==> config.mk <==
export PLATFORM = sky130hd
export DESIGN_NAME = mem_stage
export DESIGN_NICKNAME = d
export VERILOG_FILES = /design/src/rtl/mem_stage.sv
export SDC_FILE = /design/constraint.sdc
export NUM_CORES = 1
export LEC_CHECK = 0
export ABC_CLOCK_PERIOD_IN_PS = 5900
export CORE_MARGIN = 4
export CORE_UTILIZATION = 27
export DETAILED_ROUTE_END_ITERATION = 7
export GPL_ROUTABILITY_DRIVEN = 0
export SETUP_SLACK_MARGIN = 0.4
export SYNTH_ARGS = -nofsm -noshare
export SYNTH_HDL_FRONTEND = slang
export SYNTH_SLANG_ARGS = --single-unit
export TNS_END_PERCENT = 30
==> constraint.sdc <==
create_clock -name clk -period 5.9 [get_ports clk]
set_input_delay 1.18 -clock clk [delete_from_list [all_inputs] [get_ports clk]]
set_output_delay 1.18 -clock clk [all_outputs]
set_load 0.05 [all_outputs]
==> src/rtl/mem_stage.sv <==
// mem_stage: RV32I memory-access stage between EX/MEM and WB.
// Issues loads/stores over a req/ready handshake, stalls upstream while an
// access is outstanding, and registers the MEM/WB bundle for write-back.
module mem_stage #(
    parameter int unsigned ADDR_W = 32
) (
    input  logic              clk,
    input  logic              rst_n,
    input  logic              EXMEM_valid,
    input  logic              EXMEM_mem_read,
    input  logic              EXMEM_mem_write,
    input  logic [2:0]        EXMEM_funct3,
    input  logic [31:0]       EXMEM_alu_result,
    input  logic [31:0]       EXMEM_store_data,
    input  logic [4:0]        EXMEM_write_reg,
    input  logic              EXMEM_register_write,
    output logic              mem_stall,
    output logic              dmem_req,
    output logic              dmem_we,
    output logic [ADDR_W-1:0] dmem_addr,
    output logic [31:0]       dmem_wdata,
    output logic [3:0]        dmem_be,
    input  logic              dmem_ready,
    input  logic [31:0]       dmem_rdata,
    output logic [4:0]        MEMWB_write_reg_out,
    output logic [31:0]       MEMWB_reg_write_data,
    output logic              MEMWB_register_write_valid_out,
    output logic              misalign_exc
);

    typedef enum logic {S_IDLE, S_ACCESS} state_t;

    state_t      state;
    logic [1:0]  off_q;
    logic [2:0]  f3_q;
    logic [4:0]  rd_q;

    logic        is_mem_c;
    logic        misaligned_c;
    logic        illegal_c;
    logic        bad_c;
    logic [3:0]  be_c;
    logic [31:0] wdata_c;
    logic [7:0]  ld_byte_c;
    logic [15:0] ld_half_c;
    logic [31:0] ld_data_c;

    // Classify the presented op: misaligned or illegal width codes never reach memory.
    always_comb begin
        is_mem_c     = EXMEM_valid && (EXMEM_mem_read || EXMEM_mem_write);
        misaligned_c = 1'b0;
        illegal_c    = 1'b0;
        case (EXMEM_funct3[1:0])
            2'b01:   misaligned_c = EXMEM_alu_result[0];
            2'b10:   misaligned_c = |EXMEM_alu_result[1:0];
            default: misaligned_c = 1'b0;
        endcase
        if (EXMEM_mem_read)
            illegal_c = (EXMEM_funct3 == 3'b011) || (EXMEM_funct3 == 3'b110) ||
                        (EXMEM_funct3 == 3'b111);
        else
            illegal_c = (EXMEM_funct3 > 3'b010);
        bad_c = misaligned_c || illegal_c;
    end

    // Byte-lane steering: enables follow the access width, data is replicated.
    always_comb begin
        be_c    = 4'b0000;
        wdata_c = 32'h0;
        case (EXMEM_funct3[1:0])
            2'b00: begin
                be_c    = 4'(4'b0001 << EXMEM_alu_result[1:0]);
                wdata_c = {4{EXMEM_store_data[7:0]}};
            end
            2'b01: begin
                be_c    = EXMEM_alu_result[1] ? 4'b1100 : 4'b0011;
                wdata_c = {2{EXMEM_store_data[15:0]}};
            end
            default: begin
                be_c    = 4'b1111;
                wdata_c = EXMEM_store_data;
            end
        endcase
        if (!EXMEM_mem_write)
            wdata_c = 32'h0;
    end

    // Load lane select and sign/zero extension from the latched offset.
    always_comb begin
        case (off_q)
            2'd0:    ld_byte_c = dmem_rdata[7:0];
            2'd1:    ld_byte_c = dmem_rdata[15:8];
            2'd2:    ld_byte_c = dmem_rdata[23:16];
            default: ld_byte_c = dmem_rdata[31:24];
        endcase
        ld_half_c = off_q[1] ? dmem_rdata[31:16] : dmem_rdata[15:0];
        case (f3_q)
            3'b000:  ld_data_c = {{24{ld_byte_c[7]}}, ld_byte_c};
            3'b001:  ld_data_c = {{16{ld_half_c[15]}}, ld_half_c};
            3'b100:  ld_data_c = {24'h0, ld_byte_c};
            3'b101:  ld_data_c = {16'h0, ld_half_c};
            default: ld_data_c = dmem_rdata;
        endcase
    end

    // Hold upstream while a legal memory op is presented or the access is pending.
    always_comb begin
        mem_stall = 1'b0;
        if (rst_n) begin
            if (state == S_IDLE)
                mem_stall = is_mem_c && !bad_c;
            else
                mem_stall = !dmem_ready;
        end
    end

    // Stage FSM with registered memory request and MEM/WB bundle.
    always_ff @(posedge clk or negedge rst_n) begin
        if (!rst_n) begin
            state                          <= S_IDLE;
            off_q                          <= 2'b00;
            f3_q                           <= 3'b000;
            rd_q                           <= 5'd0;
            dmem_req                       <= 1'b0;
            dmem_we                        <= 1'b0;
            dmem_addr                      <= '0;
            dmem_wdata                     <= 32'h0;
            dmem_be                        <= 4'b0000;
            MEMWB_write_reg_out            <= 5'd0;
            MEMWB_reg_write_data           <= 32'h0;
            MEMWB_register_write_valid_out <= 1'b0;
            misalign_exc                   <= 1'b0;
        end else begin
            misalign_exc                   <= 1'b0;
            MEMWB_write_reg_out            <= 5'd0;
            MEMWB_reg_write_data           <= 32'h0;
            MEMWB_register_write_valid_out <= 1'b0;
            case (state)
                S_IDLE: begin
                    if (is_mem_c) begin
                        if (bad_c) begin
                            misalign_exc <= 1'b1;
                        end else begin
                            state      <= S_ACCESS;
                            dmem_req   <= 1'b1;
                            dmem_we    <= EXMEM_mem_write;
                            dmem_addr  <= ADDR_W'({EXMEM_alu_result[31:2], 2'b00});
                            dmem_be    <= be_c;
                            dmem_wdata <= wdata_c;
                            f3_q       <= EXMEM_funct3;
                            rd_q       <= EXMEM_write_reg;
                            off_q      <= EXMEM_alu_result[1:0];
                        end
                    end else if (EXMEM_valid) begin
                        MEMWB_write_reg_out            <= EXMEM_write_reg;
                        MEMWB_reg_write_data           <= EXMEM_alu_result;
                        MEMWB_register_write_valid_out <= EXMEM_register_write &&
                                                          (EXMEM_write_reg != 5'd0);
                    end
                end
                S_ACCESS: begin
                    if (dmem_ready) begin
                        state      <= S_IDLE;
                        dmem_req   <= 1'b0;
                        dmem_we    <= 1'b0;
                        dmem_addr  <= '0;
                        dmem_be    <= 4'b0000;
                        dmem_wdata <= 32'h0;
                        if (!dmem_we) begin
                            MEMWB_write_reg_out            <= rd_q;
                            MEMWB_reg_write_data           <= ld_data_c;
                            MEMWB_register_write_valid_out <= (rd_q != 5'd0);
                        end
                    end
                end
                default: state <= S_IDLE;
            endcase
        end
    end

endmodule

==> qor.log <==
INFO  run_status     outcome=completed
INFO  synthesis      post_synth_instance_area=0.005879mm²
INFO  clock_tree     tritoncts_num_sinks=118
INFO  pwr            p_leak=3.748nW
INFO  worst_setup_path critical_path.startpoint_type=input pin
INFO  worst_setup_path crit_required=4.72ns
INFO  pwr            vdd_ir_drop_max=0.1655mV
INFO  global_routing grt_util_all_layers=16.97%
INFO  global_routing global_route_wire_length_before_repair=31460µm
INFO  place          preCtsSetupSlack=1.136ns
INFO  timing         grt_setup_unrepaired=no
INFO  clock_tree     number_of_buffers_created_by_cts=17
INFO  drt            detail_route.wirelength=20710µm
INFO  timing         slew_viol_final=0
INFO  timing         final_period_demand_of_the_worst_path=4.446ns
INFO  pwr            switching_power=1.360mW
INFO  global_routing grt_start_max_net_pins=70
INFO  drt            vias=5047
INFO  worst_setup_path r2r_start=state
INFO  timing         timing_worst_slew_pin_value=1.057ns
INFO  floorplanning  row_count=53
INFO  pwr            power_density=384.2mW/mm²
INFO  flow_run       drv.max_cap_violation_count=0
INFO  timing         final_hold_viol_count=0
INFO  worst_setup_path worstPathMaxFanout=13
INFO  floorplanning  die-height=155.6µm
INFO  synthesis      number_of_synthesized_register_bits=118
INFO  worst_setup_path reg2regPathDepth=6
INFO  pwr            proportion_of_power_drawn_by_the_clock_network=29.1%
INFO  worst_setup_path worst_setup_path_end_kind=output pin
INFO  clock_tree     post-cts-setup-buffers=0
INFO  pwr            pwr-share-seq=32.1%
INFO  drt            drcViolationCount=0
INFO  worst_setup_path data_arrival_time_at_the_worst_slack_endpoint=3.27ns
INFO  cells_and_area final_net_count=881
INFO  cells_and_area multiInputGateArea=0.002551mm²
INFO  floorplanning  die-area=0.02420mm²
INFO  floorplanning  die_width=155.6µm
INFO  clock_tree     cts_root_buf=sky130_fd_sc_hd__clkbuf_16
INFO  timing         timing.final.ws_setup=1.454ns
INFO  worst_setup_path rr_endpoint=rd_q[1]
INFO  drt            drt.antenna.violating_nets=0
INFO  synthesis      syn_inst=564
INFO  timing         layout_worst_path_cycle_share=75.35%
INFO  worst_setup_path cp_slowest_cell=sky130_fd_sc_hd__clkdlybuf4s50_1
INFO  clock_tree     cts_hold_repair.buffers=0
INFO  floorplanning  initial_utilization=27.71%
INFO  global_routing grt_pass1_vias=5156
INFO  timing         skew=0.007518ns
INFO  synthesis      netlist-cell-type-count=42
INFO  synthesis      async_flop_share=100.0%
INFO  cells_and_area diodes=0
INFO  synthesis      synth_edf_count=0
INFO  clock_tree     clock_tree_from_tritoncts=yes
INFO  synthesis      synthFlopType=sky130_fd_sc_hd__dfrtp_1
INFO  worst_setup_path largest_stage_delay_on_the_critical_path=0.45ns
INFO  drt            drt-initial-drc-count=262
INFO  cells_and_area final_layout_size_suffix_gt1_share=8.344%
INFO  pwr            power_internal=2.015mW
INFO  drt            vias_per_cell=4.788
INFO  synthesis      ys_seq_area_share=50.22%
INFO  global_routing grt_overflow_total=0
INFO  hold_path      worst_hold_startpoint=f3_q[1]
INFO  synthesis      yosys_warnings=0
INFO  clock_tree     clk_transition_reported_paths=0.06ns
INFO  place          place_hpwl=14900µm
INFO  timing         fin_setup_tns=0ns
INFO  global_routing grt_antenna_before_repair=0
INFO  drt            number_of_iterations_in_the_first_detailed_routing_pass=5
INFO  timing         timing.final.setup_violations=0
INFO  pwr            comb_power_share=38.9%
INFO  clock_tree     clk_path_buf_depth=2
INFO  worst_setup_path reg2reg_setup_slack=3.06ns
INFO  pwr            switching_share=40.30%
INFO  hold_path      holdPathStages=1
INFO  drt            detail_route.wl_per_cell=19.65µm
INFO  worst_setup_path crit_path_cell_trace=clkdlybuf4s50_1 -> buf_4 -> inv_1 -> ha_1 -> o21ai_0 -> a21boi_1 -> nor4_2 -> o21a_1 -> buf_12
INFO  hold_path      hold-path-endpoint=f3_q[1]
INFO  timing         maximum_operating_frequency=224.9MHz
INFO  floorplanning  io-pin-count=221
INFO  hold_path      holdCritPathClass=register to register
INFO  cells_and_area layout.cells.non_filler=1054
INFO  clock_tree     clkLatencyLatePin=0.41ns
INFO  place          portBuffers=218
INFO  clock_tree     htree_levels=4
INFO  place          placedCellCount=1022
INFO  worst_setup_path criticalPathCategory=input pin to output pin
INFO  floorplanning  placeableCoreArea=0.02122mm²
INFO  cells_and_area synthToLayoutAreaGrowth=49.44%
INFO  synthesis      synth_area_per_cell=10.42µm²
INFO  cells_and_area layout.area.seq=0.002953mm²
INFO  timing         timing.hold.ws=0.4945ns
INFO  clock_tree     ctsResizeCount=0
INFO  timing         relSlewSlack=29.37%
INFO  cells_and_area layout.filler_cells=2074
-- sequential cells by signal, indices dropped and copies added, names as in the netlist --
signal,flops
MEMWB_reg_write_data,32
dmem_wdata,32
dmem_addr,30
MEMWB_write_reg_out,5
rd_q,5
dmem_be,4
f3_q,3
off_q,2
MEMWB_register_write_valid_out,1
dmem_req,1
dmem_we,1
misalign_exc,1
state,1
-- placed cells by master, fill, tap and decap left out, drive strengths merged, types with 6 or more instances in the layout --
cell type	n
buf	10
o21ai	31
a221o	16
or3	7
nor2b	11
clkbuf	17
a22o	7
mux2i	75
dfrtp	118
clkdlybuf4s50	216
clkinv	7
nand2	101
a22oi	17
nand2b	14
mux2	22
a211oi	6
a21oi	31
inv	37
-- worst max-delay path by stage --
stage | from | to | slack, ns | cells past startpoint
2_1_floorplan | EXMEM_funct3[1] | mem_stall | 1.61 | 9
5_1_grt | EXMEM_funct3[1] | mem_stall | 1.31 | 9
4_1_cts | EXMEM_funct3[1] | mem_stall | 1.45 | 9
6_report | EXMEM_funct3[1] | mem_stall | 1.45 | 9
3_5_place_dp | EXMEM_funct3[1] | rd_q[1] | 1.14 | 10
3_3_place_gp | EXMEM_funct3[1] | rd_q[3] | 1.16 | 10
-- cell usage after synthesis (2+ instances only) --
cell type | instances | area (µm²)
sky130_fd_sc_hd__a211oi_1 | 6 | 45.04
sky130_fd_sc_hd__a21oi_1 | 30 | 150.1
sky130_fd_sc_hd__a221o_1 | 16 | 160.2
sky130_fd_sc_hd__a221oi_1 | 2 | 17.52
sky130_fd_sc_hd__a22o_1 | 7 | 61.31
sky130_fd_sc_hd__a22oi_1 | 16 | 120.1
sky130_fd_sc_hd__buf_1 | 4 | 15.01
sky130_fd_sc_hd__buf_2 | 4 | 20.02
sky130_fd_sc_hd__buf_4 | 7 | 52.55
sky130_fd_sc_hd__buf_6 | 9 | 101.4
sky130_fd_sc_hd__clkbuf_1 | 20 | 75.07
sky130_fd_sc_hd__dfrtp_1 | 118 | 2953
sky130_fd_sc_hd__ha_1 | 4 | 50.05
sky130_fd_sc_hd__inv_1 | 35 | 131.4
sky130_fd_sc_hd__mux2_1 | 9 | 101.4
sky130_fd_sc_hd__mux2_2 | 12 | 135.1
sky130_fd_sc_hd__mux2i_1 | 75 | 750.7
sky130_fd_sc_hd__nand2_1 | 101 | 379.1
sky130_fd_sc_hd__nand2b_1 | 14 | 87.58
sky130_fd_sc_hd__nor2_1 | 4 | 15.01
sky130_fd_sc_hd__nor2b_1 | 11 | 68.82
sky130_fd_sc_hd__nor3_1 | 2 | 10.01
sky130_fd_sc_hd__o21ai_0 | 26 | 130.1
sky130_fd_sc_hd__o21ai_1 | 5 | 25.02
sky130_fd_sc_hd__or2_2 | 3 | 18.77
sky130_fd_sc_hd__or3_1 | 7 | 43.79
sky130_fd_sc_hd__or4_1 | 2 | 15.01
-- kinds of logic after synthesis --
family                     Yosys count  share of synthesized area (%)
and+or+nand+nor                    149                          11.56
DFF                                118                          50.22
AOI/OAI and AO/OA                  116                          13.53
muxes                               97                          17.05
buffers and inverters               79                          6.725
adders and majority gates            4                         0.8513
other                                1                        0.06378
-- cell type report --
type | instances | share of cell area [%]
clock buffer | 17 | 4.842
timing repair buffer | 226 | 25.61
sequential | 118 | 33.61
multi-input combinational | 368 | 29.04
inverter | 35 | 1.495
clock inverter | 15 | 1.495
tap | 275 | 3.916
-- power by group through the flow --
stage          Sequential, mW  Clock, mW  Combinational, mW
6_report                 1.08      0.981               1.31
5_1_grt                  1.10       1.05               1.39
4_1_cts                  1.08       1.01               1.33
3_5_place_dp             1.09          0               1.33
3_3_place_gp             1.09          0               1.31
2_1_floorplan            1.53          0              0.378
-- worst max-delay path: cells and delay by family --
kind / cells / cell delay [ns]
compound gates: 3 / 0.55
simple gates: 1 / 0.30
fa+ha+maj: 1 / 0.33
buf+inv: 4 / 0.90
-- metrics by stage --
step,utilization (%),cell area (µm²),power [mW]
after floorplan,-,5883,1.912
after global placement,38.78,8229,2.408
after detailed placement,38.78,8229,2.419
after CTS,41.40,8786,3.422
after global routing,41.40,8786,3.551
final,41.40,8786,3.375
-- per-layer routing --
layer | part of all wire (%) | GRT usage [%] | vias up | routed length (µm)
li1 | - | - | 2354 | -
met1 | 44 | 22.80 | 2452 | 9160
met2 | 46 | 26.31 | 220 | 9462
met3 | 8.7 | 5.881 | 21 | 1797
met4 | 1.4 | 4.377 | 0 | 288
met5 | 0 | 0 | - | 0
(Power assumes the default switching activity.)
